<file path="src/rtl/snake_engine.sv">
// Snake body engine: ring buffer of grid cells, step/collision/growth
// sequencing and a valid/ready pixel stream of body and food cells.
//
// state     | meaning
// ----------|----------------------------------------------------------
// IDLE      | waiting for step (priority) or draw_start
// CALC      | resolve direction, compute new head, wall and food check
// SCAN      | compare new head with one body segment per cycle
// COMMIT    | push new head into the ring, grow if food was eaten
// DRAW_SEG  | stream body cells, head first, row-major inside a cell
// DRAW_FOOD | stream valid food cells in ascending slot order
// DONE      | one-cycle draw_done pulse
module snake_engine #(
    parameter int MAX_LEN  = 16,
    parameter int INIT_LEN = 3,
    parameter int GRID_W   = 64,
    parameter int GRID_H   = 48,
    parameter int CELL     = 10,
    parameter int FOOD_N   = 9,
    parameter int CXW      = $clog2(GRID_W),
    parameter int CYW      = $clog2(GRID_H),
    parameter int LW       = $clog2(MAX_LEN + 1),
    parameter int FIW      = (FOOD_N > 1) ? $clog2(FOOD_N) : 1
) (
    input  logic                         draw_clk,
    input  logic                         reset_n,
    input  logic                         step,
    input  logic [1:0]                   direction,
    input  logic [FOOD_N-1:0][CXW-1:0]   food_cx,
    input  logic [FOOD_N-1:0][CYW-1:0]   food_cy,
    input  logic [FOOD_N-1:0]            food_valid,
    input  logic                         draw_start,
    input  logic                         pix_ready,
    output logic                         pix_valid,
    output logic [9:0]                   pix_x,
    output logic [8:0]                   pix_y,
    output logic [1:0]                   pix_kind,
    output logic                         draw_done,
    output logic                         busy,
    output logic                         ate,
    output logic [FIW-1:0]               ate_idx,
    output logic                         game_over,
    output logic [LW-1:0]                length,
    output logic [CXW-1:0]               head_cx,
    output logic [CYW-1:0]               head_cy
);

    localparam int PW = $clog2(MAX_LEN);
    localparam int CW = $clog2(CELL);

    typedef enum logic [2:0] {
        S_IDLE, S_CALC, S_SCAN, S_COMMIT, S_DRAW_SEG, S_DRAW_FOOD, S_DONE
    } state_t;

    state_t          state, state_nxt;
    logic [CXW-1:0]  seg_x [MAX_LEN];
    logic [CYW-1:0]  seg_y [MAX_LEN];
    logic [PW-1:0]   head_ptr;
    logic [LW-1:0]   len_q;
    logic [1:0]      cur_dir;
    logic            game_over_q;
    logic [CXW-1:0]  new_cx;
    logic [CYW-1:0]  new_cy;
    logic            grow_q;
    logic [FIW-1:0]  food_idx_q;
    // walk_ptr/walk_left are shared by SCAN and DRAW_SEG: both walk the body
    logic [PW-1:0]   walk_ptr;
    logic [LW-1:0]   walk_left;
    logic [CW-1:0]   sub_x, sub_y;
    logic [FIW-1:0]  food_sel;

    logic [1:0]      rev_dir, eff_dir;
    logic [CXW-1:0]  hx, calc_cx, cell_cx;
    logic [CYW-1:0]  hy, calc_cy, cell_cy;
    logic            wall_hit, food_hit, any_food, more_food;
    logic [FIW-1:0]  food_hit_idx, first_food, next_food;
    logic            scan_match, cell_last, hs;
    logic [PW-1:0]   head_dec, walk_inc;

    function automatic logic [PW-1:0] ptr_inc(input logic [PW-1:0] p);
        return (p == PW'(MAX_LEN - 1)) ? '0 : p + 1'b1;
    endfunction

    function automatic logic [PW-1:0] ptr_dec(input logic [PW-1:0] p);
        return (p == '0) ? PW'(MAX_LEN - 1) : p - 1'b1;
    endfunction

    assign head_dec  = ptr_dec(head_ptr);
    assign walk_inc  = ptr_inc(walk_ptr);
    assign head_cx   = seg_x[head_ptr];
    assign head_cy   = seg_y[head_ptr];
    assign length    = len_q;
    assign game_over = game_over_q;

    // Direction resolution (reversal ignored), candidate head and wall test
    always_comb begin
        rev_dir  = {~cur_dir[1], cur_dir[0]};
        eff_dir  = (direction == rev_dir) ? cur_dir : direction;
        hx       = seg_x[head_ptr];
        hy       = seg_y[head_ptr];
        calc_cx  = hx;
        calc_cy  = hy;
        wall_hit = 1'b0;
        case (eff_dir)
            2'b00:   begin wall_hit = (hy == '0);                calc_cy = hy - 1'b1; end
            2'b01:   begin wall_hit = (hx == CXW'(GRID_W - 1));  calc_cx = hx + 1'b1; end
            2'b10:   begin wall_hit = (hy == CYW'(GRID_H - 1));  calc_cy = hy + 1'b1; end
            default: begin wall_hit = (hx == '0);                calc_cx = hx - 1'b1; end
        endcase
    end

    // Food lookups; descending loops so the lowest matching slot wins
    always_comb begin
        food_hit     = 1'b0;
        food_hit_idx = '0;
        any_food     = 1'b0;
        first_food   = '0;
        more_food    = 1'b0;
        next_food    = '0;
        for (int i = FOOD_N - 1; i >= 0; i--) begin
            if (food_valid[i] && food_cx[i] == calc_cx && food_cy[i] == calc_cy) begin
                food_hit     = 1'b1;
                food_hit_idx = FIW'(i);
            end
            if (food_valid[i]) begin
                any_food   = 1'b1;
                first_food = FIW'(i);
            end
            if (food_valid[i] && i > int'(food_sel)) begin
                more_food = 1'b1;
                next_food = FIW'(i);
            end
        end
    end

    // Body compare for SCAN and current cell for the pixel stream
    always_comb begin
        scan_match = (seg_x[walk_ptr] == new_cx) && (seg_y[walk_ptr] == new_cy)
                     && !((walk_left == '0) && !grow_q);
        cell_cx    = seg_x[walk_ptr];
        cell_cy    = seg_y[walk_ptr];
        if (state == S_DRAW_FOOD) begin
            cell_cx = food_cx[food_sel];
            cell_cy = food_cy[food_sel];
        end
        cell_last  = (sub_x == CW'(CELL - 1)) && (sub_y == CW'(CELL - 1));
    end

    // Next-state and output decode
    always_comb begin
        state_nxt = state;
        busy      = (state != S_IDLE);
        pix_valid = 1'b0;
        pix_kind  = 2'd0;
        pix_x     = '0;
        pix_y     = '0;
        draw_done = 1'b0;
        ate       = 1'b0;
        ate_idx   = '0;
        if (state == S_DRAW_SEG || state == S_DRAW_FOOD) begin
            pix_valid = 1'b1;
            pix_x     = 10'(cell_cx) * 10'(CELL) + 10'(sub_x);
            pix_y     = 9'(cell_cy) * 9'(CELL) + 9'(sub_y);
            if (state == S_DRAW_FOOD)
                pix_kind = 2'd2;
            else
                pix_kind = (walk_ptr == head_ptr) ? 2'd0 : 2'd1;
        end
        hs = pix_valid & pix_ready;
        case (state)
            S_IDLE: begin
                if (step && !game_over_q) state_nxt = S_CALC;
                else if (draw_start)      state_nxt = S_DRAW_SEG;
            end
            S_CALC:   state_nxt = wall_hit ? S_IDLE : S_SCAN;
            S_SCAN: begin
                if (scan_match)             state_nxt = S_IDLE;
                else if (walk_left == '0)   state_nxt = S_COMMIT;
            end
            S_COMMIT: begin
                ate       = grow_q;
                ate_idx   = grow_q ? food_idx_q : '0;
                state_nxt = S_IDLE;
            end
            S_DRAW_SEG: begin
                if (hs && cell_last && walk_left == '0)
                    state_nxt = any_food ? S_DRAW_FOOD : S_DONE;
            end
            S_DRAW_FOOD: begin
                if (hs && cell_last && !more_food) state_nxt = S_DONE;
            end
            S_DONE: begin
                draw_done = 1'b1;
                state_nxt = S_IDLE;
            end
            default: state_nxt = S_IDLE;
        endcase
    end

    // State register
    always_ff @(posedge draw_clk or negedge reset_n) begin
        if (!reset_n) state <= S_IDLE;
        else          state <= state_nxt;
    end

    // Body ring, step bookkeeping and stream counters
    always_ff @(posedge draw_clk or negedge reset_n) begin
        if (!reset_n) begin
            for (int i = 0; i < MAX_LEN; i++) begin
                seg_x[i] <= (i < INIT_LEN) ? CXW'(GRID_W / 2 - i) : '0;
                seg_y[i] <= CYW'(GRID_H / 2);
            end
            head_ptr    <= '0;
            len_q       <= LW'(INIT_LEN);
            cur_dir     <= 2'b01;
            game_over_q <= 1'b0;
            new_cx      <= '0;
            new_cy      <= '0;
            grow_q      <= 1'b0;
            food_idx_q  <= '0;
            walk_ptr    <= '0;
            walk_left   <= '0;
            sub_x       <= '0;
            sub_y       <= '0;
            food_sel    <= '0;
        end else begin
            case (state)
                S_IDLE: begin
                    walk_ptr  <= head_ptr;
                    walk_left <= len_q - 1'b1;
                    sub_x     <= '0;
                    sub_y     <= '0;
                end
                S_CALC: begin
                    cur_dir    <= eff_dir;
                    new_cx     <= calc_cx;
                    new_cy     <= calc_cy;
                    grow_q     <= food_hit;
                    food_idx_q <= food_hit_idx;
                    if (wall_hit) game_over_q <= 1'b1;
                end
                S_SCAN: begin
                    if (scan_match) begin
                        game_over_q <= 1'b1;
                    end else if (walk_left != '0) begin
                        walk_left <= walk_left - 1'b1;
                        walk_ptr  <= walk_inc;
                    end
                end
                S_COMMIT: begin
                    // At saturation the slot written is the old tail, so it advances
                    head_ptr        <= head_dec;
                    seg_x[head_dec] <= new_cx;
                    seg_y[head_dec] <= new_cy;
                    if (grow_q && len_q < LW'(MAX_LEN)) len_q <= len_q + 1'b1;
                end
                S_DRAW_SEG, S_DRAW_FOOD: begin
                    if (hs) begin
                        if (sub_x == CW'(CELL - 1)) begin
                            sub_x <= '0;
                            sub_y <= (sub_y == CW'(CELL - 1)) ? '0 : sub_y + 1'b1;
                        end else begin
                            sub_x <= sub_x + 1'b1;
                        end
                        if (cell_last) begin
                            if (state == S_DRAW_SEG) begin
                                walk_ptr  <= walk_inc;
                                walk_left <= walk_left - 1'b1;
                                if (walk_left == '0) food_sel <= first_food;
                            end else begin
                                food_sel <= next_food;
                            end
                        end
                    end
                end
                default: ;
            endcase
        end
    end

endmodule

</file>
<file path="config.mk">
export PLATFORM = sky130hd
export DESIGN_NAME = snake_engine
export DESIGN_NICKNAME = d
export VERILOG_FILES = /design/src/rtl/snake_engine.sv
export SDC_FILE = /design/constraint.sdc
export NUM_CORES = 1
export LEC_CHECK = 0
export ABC_AREA = 0
export BUFFER_PORTS_ARGS = -buffer_cell sky130_fd_sc_hd__buf_2
export CORE_ASPECT_RATIO = 1.1
export CORE_MARGIN = 3
export CORE_UTILIZATION = 40
export CTS_CLUSTER_DIAMETER = 50
export DETAILED_ROUTE_END_ITERATION = 10
export GPL_ROUTABILITY_DRIVEN = 0
export GPL_TIMING_DRIVEN = 0
export PLACE_DENSITY_LB_ADDON = 0.05
export SKIP_CTS_REPAIR_TIMING = 1
export SYNTH_ARGS = -nofsm -noshare
export SYNTH_HDL_FRONTEND = slang
export SYNTH_SLANG_ARGS = --single-unit
</file>
<file path="constraint.sdc">
create_clock -name draw_clk -period 12.3 [get_ports draw_clk]
set_input_delay 1.845 -clock draw_clk [delete_from_list [all_inputs] [get_ports draw_clk]]
set_output_delay 1.845 -clock draw_clk [all_outputs]
set_load 0.005 [all_outputs]
</file>
==> results of run 1 <==
-- metal layers --
layer / global-route usage (%) / part of all wire [%]
met3: 5.32 / 6.9
met1: 37.8 / 40
met5: 0 / 0
met2: 49.9 / 47
met4: 14.9 / 5.8
-- registers in the layout, summed over array words and instances (netlist names) --
name        flops
sub_y           4
seg_y          96
food_sel        4
walk_ptr        4
cur_dir         2
new_cx          6
grow_q          1
walk_left       5
sub_x           4
state           3
length          5
game_over       1
food_idx_q      4
new_cy          6
seg_x          96
head_ptr        4
-- logic make-up (layout without fill, tap and decap cells) --
| group | count (synthesis) | count (layout) | share of synthesized area, % |
|---|---|---|---|
| AO/OA/AOI/OAI | 333 | 333 | 12.8 |
| XOR/XNOR | 151 | 151 | 7.91 |
| adder cells (fa/ha/maj) | 44 | 44 | 3.12 |
| buffers and inverters | 165 | 403 | 4.27 |
| flip-flops | 245 | 245 | 32.4 |
| multiplexers | 387 | 387 | 27.1 |
| AND/OR/NAND/NOR | 455 | 455 | 12.4 |
-- through the flow --
step	utilization [%]	hold slack, ns	instance area (µm²)	total power [W]
final	46.9	0.493	22000	0.00614
after global routing	46.9	0.523	22000	0.00649
after CTS	46.9	0.495	22000	0.00613
after detailed placement	44.3	0.483	20800	0.00501
after global placement	44.1	0.474	20700	0.00499
after floorplan	-	0.448	19100	0.00368
-- cells in the final DEF (no fill, tap or decap), drive strengths merged, types with 15 or more instances in the layout --
master and n:
a21oi 62, a221oi 18, a22oi 31, and2 19
and3 17, buf 240, clkbuf 115, dfrtp 200
dfstp 45, ha 38, inv 39, mux2 198
mux2i 107, mux4 82, nand2 125, nand2b 15
nand3 52, nand4 21, nor2 94, nor3 24
nor4 19, o21ai 70, xnor2 89, xor2 50
-- area by class of cell --
class / instances / share of cell area, %
plain buffers: 133 / 3.15
clock buffers: 52 / 4.83
clock inverters: 16 / 0.869
inverters: 32 / 0.545
multi-input cells: 1370 / 54.8
flip-flops and latches: 245 / 28.1
well taps: 637 / 3.62
repair buffers: 170 / 4.11
-- how the worst max path moves through the flow --
stage | start | endpoint | slack, ns | cells after the start
floorplan | food_cx[45] | pix_x[9] | 5.78 | 15
global placement | direction[0] | grow_q | 3.65 | 19
detailed placement | direction[0] | grow_q | 3.66 | 19
CTS | walk_ptr[1] | pix_y[8] | 4.03 | 18
global route | direction[0] | grow_q | 3.73 | 19
finish | direction[0] | grow_q | 3.95 | 19
-- power groups by stage --
stage                     clock network (W)  registers, W  logic, W
final                               0.00109       0.00105   0.00400
after global routing                0.00114       0.00107   0.00428
after CTS                           0.00111       0.00105   0.00397
after detailed placement                  0       0.00106   0.00395
after global placement                    0       0.00106   0.00393
after floorplan                           0       0.00102   0.00266
-- worst max-delay path, cell delays in order --
cell and delay (ns):
sky130_fd_sc_hd__buf_2 0.26, sky130_fd_sc_hd__buf_4 0.27, sky130_fd_sc_hd__buf_2 0.36, sky130_fd_sc_hd__buf_1 0.50
sky130_fd_sc_hd__clkbuf_1 0.51, sky130_fd_sc_hd__clkbuf_1 0.54, sky130_fd_sc_hd__nand2_1 0.35, sky130_fd_sc_hd__ha_1 0.44
sky130_fd_sc_hd__a21oi_1 0.70, sky130_fd_sc_hd__o21ai_0 0.27, sky130_fd_sc_hd__and3_1 0.25, sky130_fd_sc_hd__a311oi_1 0.25
sky130_fd_sc_hd__o211ai_1 0.16, sky130_fd_sc_hd__o21ai_2 0.09, sky130_fd_sc_hd__buf_6 0.20, sky130_fd_sc_hd__xor2_1 0.31
sky130_fd_sc_hd__nor3_1 0.11, sky130_fd_sc_hd__nor4b_1 1.07, sky130_fd_sc_hd__a31oi_1 0.22
==> results.txt, run 1 <==
Derived from the worst setup path, the maximum achievable clock frequency is 120 MHz. The clock tree from TritonCTS is yes. The total overflow reported by the global router is 0. The power density normalized to cell area is 279 mW/mm².

The slack of the critical path is 3.95 ns. The number of cells on the worst reg-to-reg path is 19. The final period demand of the worst path came out at 8.35 ns. The count of endpoints failing setup in the final report is 0. The switching component of the power is 0.00306 W. Relative to the synthesized area, the layout overhead comes to 15.5%. The later pin in the worst-skew pair is clocked with a latency of 0.57 ns. The relative contribution of sequential cells to total power is 17.2%. The total area inside the core boundary comes to 0.0469 mm². At the end of the flow, the number of nets in the layout was 2157. The startpoint identified for the worst register-to-register timing path is head_ptr[0]. The routed layout has 16400 vias. In this run the critical register-to-register path is captured at grow_q. The hold violation count in the final report is 0.

The worst setup path is captured at a register. The sequential cells in the finished layout cover a total of 0.00619 mm². The worst slack at placement came out at 3.66 ns. Dividing the synthesized area by the synthesized cell count gives 10.7 µm². The number of iterations in the first detailed-routing pass is 6. The number of diodes added for antenna fixing is 0. The via density per instance came out at 6.18. In this run the remaining antenna-violating nets after routing total 0. The layout cell share with drive strength beyond 1 came out at 31.7%. The path category of the worst min-delay check is reg -> reg. Along the worst path, the maximum fanout reaches 10.

The share of synthesized registers carrying an async set or reset came out at 100%. The number of nets in the synthesized netlist is 1948. The count of distinct cell types in the synthesized netlist came out at 111.

The wire-length estimate of the detail-placed layout is 57.7 mm. In the synthesized netlist the dominant register cell turns out to be sky130_fd_sc_hd__dfrtp_1. The launching element type of the critical path is an input port. The global-route usage over all layers came out at 30.0%. The count of unresolved DRC violations after routing came out at 0. The die height is 235 µm. The first-pass GRT wire length is 112 mm. The number of global-route vias before repair is 16500.

The starting density of the core is 40.6%. The total wirelength of the detailed-routed design came out at 77.0 mm. The post-synthesis sequential area ratio came out at 32.4%. By startpoint and endpoint, the worst setup path is classified as in -> reg. In this run, the clock network consumes 17.7% of the power.

The total placed cells including tap cells came out at 2587. The count of input and output buffers is 168. The number of register bits inferred by synthesis came out at 245.

The number of antenna violations at the first check in global routing was 0. The number of H-tree levels is 2. The clock buffer count from CTS came out at 37.

The clock sink count is 245. For this run, the number of standard cells in the final layout without fillers is 2655. The routed wirelength normalized by instance count is 29.0 µm.

The internal power is 0.00308 W. For the pin with the worst max-slew slack, the measured transition is 1.35 ns. Setup total negative slack on the finished layout was measured at 0 ns. The static leakage came out at 9.64 nW.

The count of mapped cells out of synthesis is 1780. The multi-input combinational cells in the finished layout cover a total of 0.0121 mm². The detailed router finished its first iteration with 1462 violations. The clock-pin slew on the worst setup and hold paths came out at 0.05 ns. The flow ran to the end, and the final reports show no timing, DRC or antenna violations.

From left edge to right edge, the die measures 214 µm. The critical path data arrival time came out at 8.74 ns. The cell area after synthesis came out at 0.0191 mm². The number of enable-type register cells in the synthesized netlist came out at 0. The tree is rooted in a sky130_fd_sc_hd__clkbuf_16. Headroom to the max-slew limit came out at 9.87%. Sorting the synthesized cells by area gives the leading types as sky130_fd_sc_hd__dfrtp_1, sky130_fd_sc_hd__mux2_2, sky130_fd_sc_hd__mux4_2.

The worst setup slack for register-to-register paths is 5.34 ns. The worst min-delay path startpoint is length[4]. The maximum number of pins on one net before global-route repair came out at 95. The number of warnings reported in the yosys synthesis log came out at 0. The dominant cell by count in the synthesized netlist is sky130_fd_sc_hd__dfrtp_1. Setup repair after global routing left no endpoint under its margin. The die area came out at 0.0503 mm². The area share of the largest cell type after synthesis is 26.2%. The capture endpoint of the worst hold path is length[4]. The worst path required time is 12.69 ns. The period utilization is 67.8%. The number of max-cap violations is 0.

The I/O pin total is 171. The synthesized design spends more area on one cell type than any other, namely sky130_fd_sc_hd__dfrtp_1. The initialized floorplan defines 83 standard-cell rows. On the final layout, the worst clock skew is 0.0239 ns. The maximum vdd ir drop is 0.000187 V. Along the worst hold path, the cell count comes to 1. Per report_power, the combinational group accounts for 65.2% of the total. The final count of pins violating max slew is 0. The switching share of power came out at 49.8%.

Sorting the synthesized cells by how often they occur yields sky130_fd_sc_hd__dfrtp_1, sky130_fd_sc_hd__mux2_2, sky130_fd_sc_hd__nand2_1, sky130_fd_sc_hd__mux2i_1, sky130_fd_sc_hd__nor2_1. The fill cell total of the finished layout is 4486. The maximum buffer depth of the clock tree is 3.
No activity file was read; power rests on OpenSTA's default activity.
==> run 2, diff against run 1 <==
==> constraint.sdc (replaced) <==
create_clock -name draw_clk -period 6.72 [get_ports draw_clk]
set_input_delay 1.008 -clock draw_clk [delete_from_list [all_inputs] [get_ports draw_clk]]
set_output_delay 1.008 -clock draw_clk [all_outputs]
set_load 0.005 [all_outputs]
==> run 2 against run 1 <==
- utilization increased by 0.19 points
- power grew 84%
- global-route usage unchanged
- final area grew 0.41%
- largest cell class unchanged
- first-iteration DRC count grew 3.4%
- die area did not move
==> results.txt, run 2 (synthesis results as in run 1) <==
Setup repair after global routing left no endpoint under its margin. The number of cells on the worst reg-to-reg path is 19. The number of global-route vias before repair came out at 16500. The final count of pins violating max slew was 0. After detailed routing, the number of vias per cell comes to 6.18. The number of design-rule violations left by the first detailed-router iteration came out at 1512. The total placed instance area came out at 0.0208 mm². The terminus of the critical flop-to-flop path is food_idx_q[3]. The number of max-cap violations is 0. The placement row count is 83. Dividing total power by cell area gives a power density of 511 mW/mm². The count of endpoints failing setup in the final report came out at 0. The leading cell type in the layout, fill and taps excluded is sky130_fd_sc_hd__dfrtp_1. The fraction of power consumed by combinational cells came out at 65.3%. The switching component of the power is 0.00562 W. The layout cell share with drive strength beyond 1 came out at 32.6%. The die height is 235 µm. The switching share of power is 49.7%. The maximum number of pins on one net before global-route repair is 95. The number of nets in the final layout came out at 2157.

The clock buffer count from CTS is 37. The worst slack at placement is -1.08 ns. The upper clock frequency limit came out at 154 MHz.

The run finished with clean final reports. The detail route stage leaves a number of antenna-violating nets equal to 0. The starting density of the core is 40.6%. The worst setup slack for register-to-register paths is 0.32 ns. Walking the worst path, the cells encountered are buf_2, buf_4, buf_2, clkbuf_2, clkbuf_2, clkbuf_1, nand2_1, ha_1, a21oi_2, o21ai_0, and3_1, a311oi_1, o211ai_1, o21ai_2, buf_6, xor2_1, nor3_1, nor4b_2, a31oi_1. The count of input and output buffers is 168. The static leakage is 9.70 nW.

In the post-route analysis, the smallest setup slack over all paths is 0.220 ns. The worst register-to-register path begins at head_ptr[0]. The first global-routing pass estimated 112 mm of wire. In the routed design, unresolved DRC markers number 0. The delay contributed by the slowest stage of the critical path is 0.67 ns. The number of antenna violations at the first check in global routing was 0. The maximum vdd ir drop came out at 0.000342 V.

The worst-margin pin slew is 1.34 ns. From synthesis to final layout, the design area changed by 16.0%. The core footprint came out at 0.0469 mm². The launching element type of the critical path is an input port. The die area came out at 0.0503 mm². The clock-pin slew on the worst setup and hold paths came out at 0.05 ns.

The largest registers in the layout are seg_x (96), seg_y (96). Clock tree synthesis selected as its root buffer the cell sky130_fd_sc_hd__clkbuf_16. Summing over every cut layer, the via total after detailed routing is 16400. The clock network fraction of total power is 17.6%. Detailed placement ended at an HPWL of 57.7 mm.

The remaining max-slew budget at the tightest pin came out at 10.7%. The worst-path maximum fanout came out at 10. The number of iterations in the first detailed-routing pass is 7. The hold violation count in the final report is 0. The total wirelength of the detailed-routed design came out at 77.1 mm. Subtracting the final worst setup slack from the clock period gives 6.50 ns. The path category of the worst min-delay check is in -> async. The die boundary width came out at 214 µm. Cell internal power was estimated by the tool at 0.00568 W. TritonCTS built the clock tree.

The I/O pin total came out at 171. The routed wirelength normalized by instance count came out at 29.0 µm. The total overflow left after global routing is 0. The post-layout instance area is 0.0221 mm². The period utilization came out at 96.7%. STA puts the critical path data arrival time at 6.91 ns. The maximum buffer depth of the clock tree came out at 3. The worst path required time is 7.13 ns. STA classifies the critical path endpoint as a register. The worst setup path category is in -> reg.

The clock skew came out at 0.0232 ns. At the later pin of the worst-skew pair, clock insertion delay measures 0.57 ns. The number of H-tree levels is 2.

In this run, flip-flops and latches consume 17.1% of the power. Leaving out fill and tap cells, the most frequent cells in the layout are sky130_fd_sc_hd__dfrtp_1, sky130_fd_sc_hd__mux2_2, sky130_fd_sc_hd__buf_2. For this run, the total global-route usage over all layers was measured as 30.0%. The clock net in this run drives a total of 245 sinks. The slowest cell on the critical path is sky130_fd_sc_hd__nor4b_2.
[run 2: changes by cell type in the layout (fill, tap and decap cells not counted), moves of 3 or more]
cell                       change
sky130_fd_sc_hd__clkbuf_2      +8
sky130_fd_sc_hd__buf_2         -7
sky130_fd_sc_hd__clkbuf_1      -7
sky130_fd_sc_hd__buf_1         -5
sky130_fd_sc_hd__buf_6         +5
sky130_fd_sc_hd__a21oi_1       -3
sky130_fd_sc_hd__a21oi_2       +3
sky130_fd_sc_hd__buf_4         +3
sky130_fd_sc_hd__clkbuf_4      +3
[run 2: per-stage QoR]
| step | setup TNS, ns | std cells | hold slack [ns] | util (%) | total power (W) |
|---|---|---|---|---|---|
| finish | 0 | 2656 | 0.393 | 47.1 | 0.0113 |
| global route | 0 | 2655 | 0.424 | 47.1 | 0.0119 |
| CTS | -3.54 | 2655 | 0.407 | 46.9 | 0.0112 |
| detailed placement | -3.73 | 2587 | 0.483 | 44.3 | 0.00917 |
| global placement | -6.58 | 2585 | 0.474 | 44.1 | 0.00914 |
| floorplan | 0 | 1780 | 0.448 | - | 0.00674 |
[run 2: area by class of cell]
class / instances / area (µm²)
Clock inverter: 16 / 191
Inverter: 32 / 120
Antenna cell: 1 / 2.50
Clock buffer: 52 / 1060
Fill cell: 4475 / 24800
Buffer: 133 / 756
Tap cell: 637 / 797
Multi-Input combinational cell: 1370 / 12100
Sequential cell: 245 / 6190
Timing Repair Buffer: 170 / 906
[run 2: worst max-delay path by stage]
stage                      start             to  slack [ns]  cells past startpoint
detailed placement  direction[0]         grow_q       -1.08                     19
floorplan           direction[0]  food_idx_q[3]        1.21                     19
global route         walk_ptr[1]       pix_y[8]       0.006                     18
CTS                  walk_ptr[1]       pix_y[8]       -0.72                     18
global placement    direction[0]         grow_q       -1.09                     19
finish              direction[0]         grow_q        0.22                     19
[run 2: per-layer routing]
metal	up-vias	share of wire, %	GRT usage (%)
li1	7157	-	-
met1	8315	40	37.8
met2	735	47	49.9
met3	199	7.1	5.32
met4	0	5.9	14.9
met5	-	0	0
[run 2: power groups by stage]
stage	Combinational, W	Clock (W)	Sequential (W)
after floorplan	0.00487	0	0.00187
after global placement	0.00720	0	0.00194
after detailed placement	0.00722	0	0.00195
after CTS	0.00726	0.00203	0.00192
after global routing	0.00788	0.00208	0.00195
final	0.00738	0.00199	0.00193
[run 2: worst max-delay path, delay by kind of cell]
| family | cells | cell delay, ns |
|---|---|---|
| AOI/OAI and AO/OA | 6 | 1.39 |
| adders and majority gates | 1 | 0.46 |
| buffers and inverters | 7 | 2.32 |
| xor gates and xnor gates | 1 | 0.31 |
| and+or+nand+nor | 4 | 1.39 |
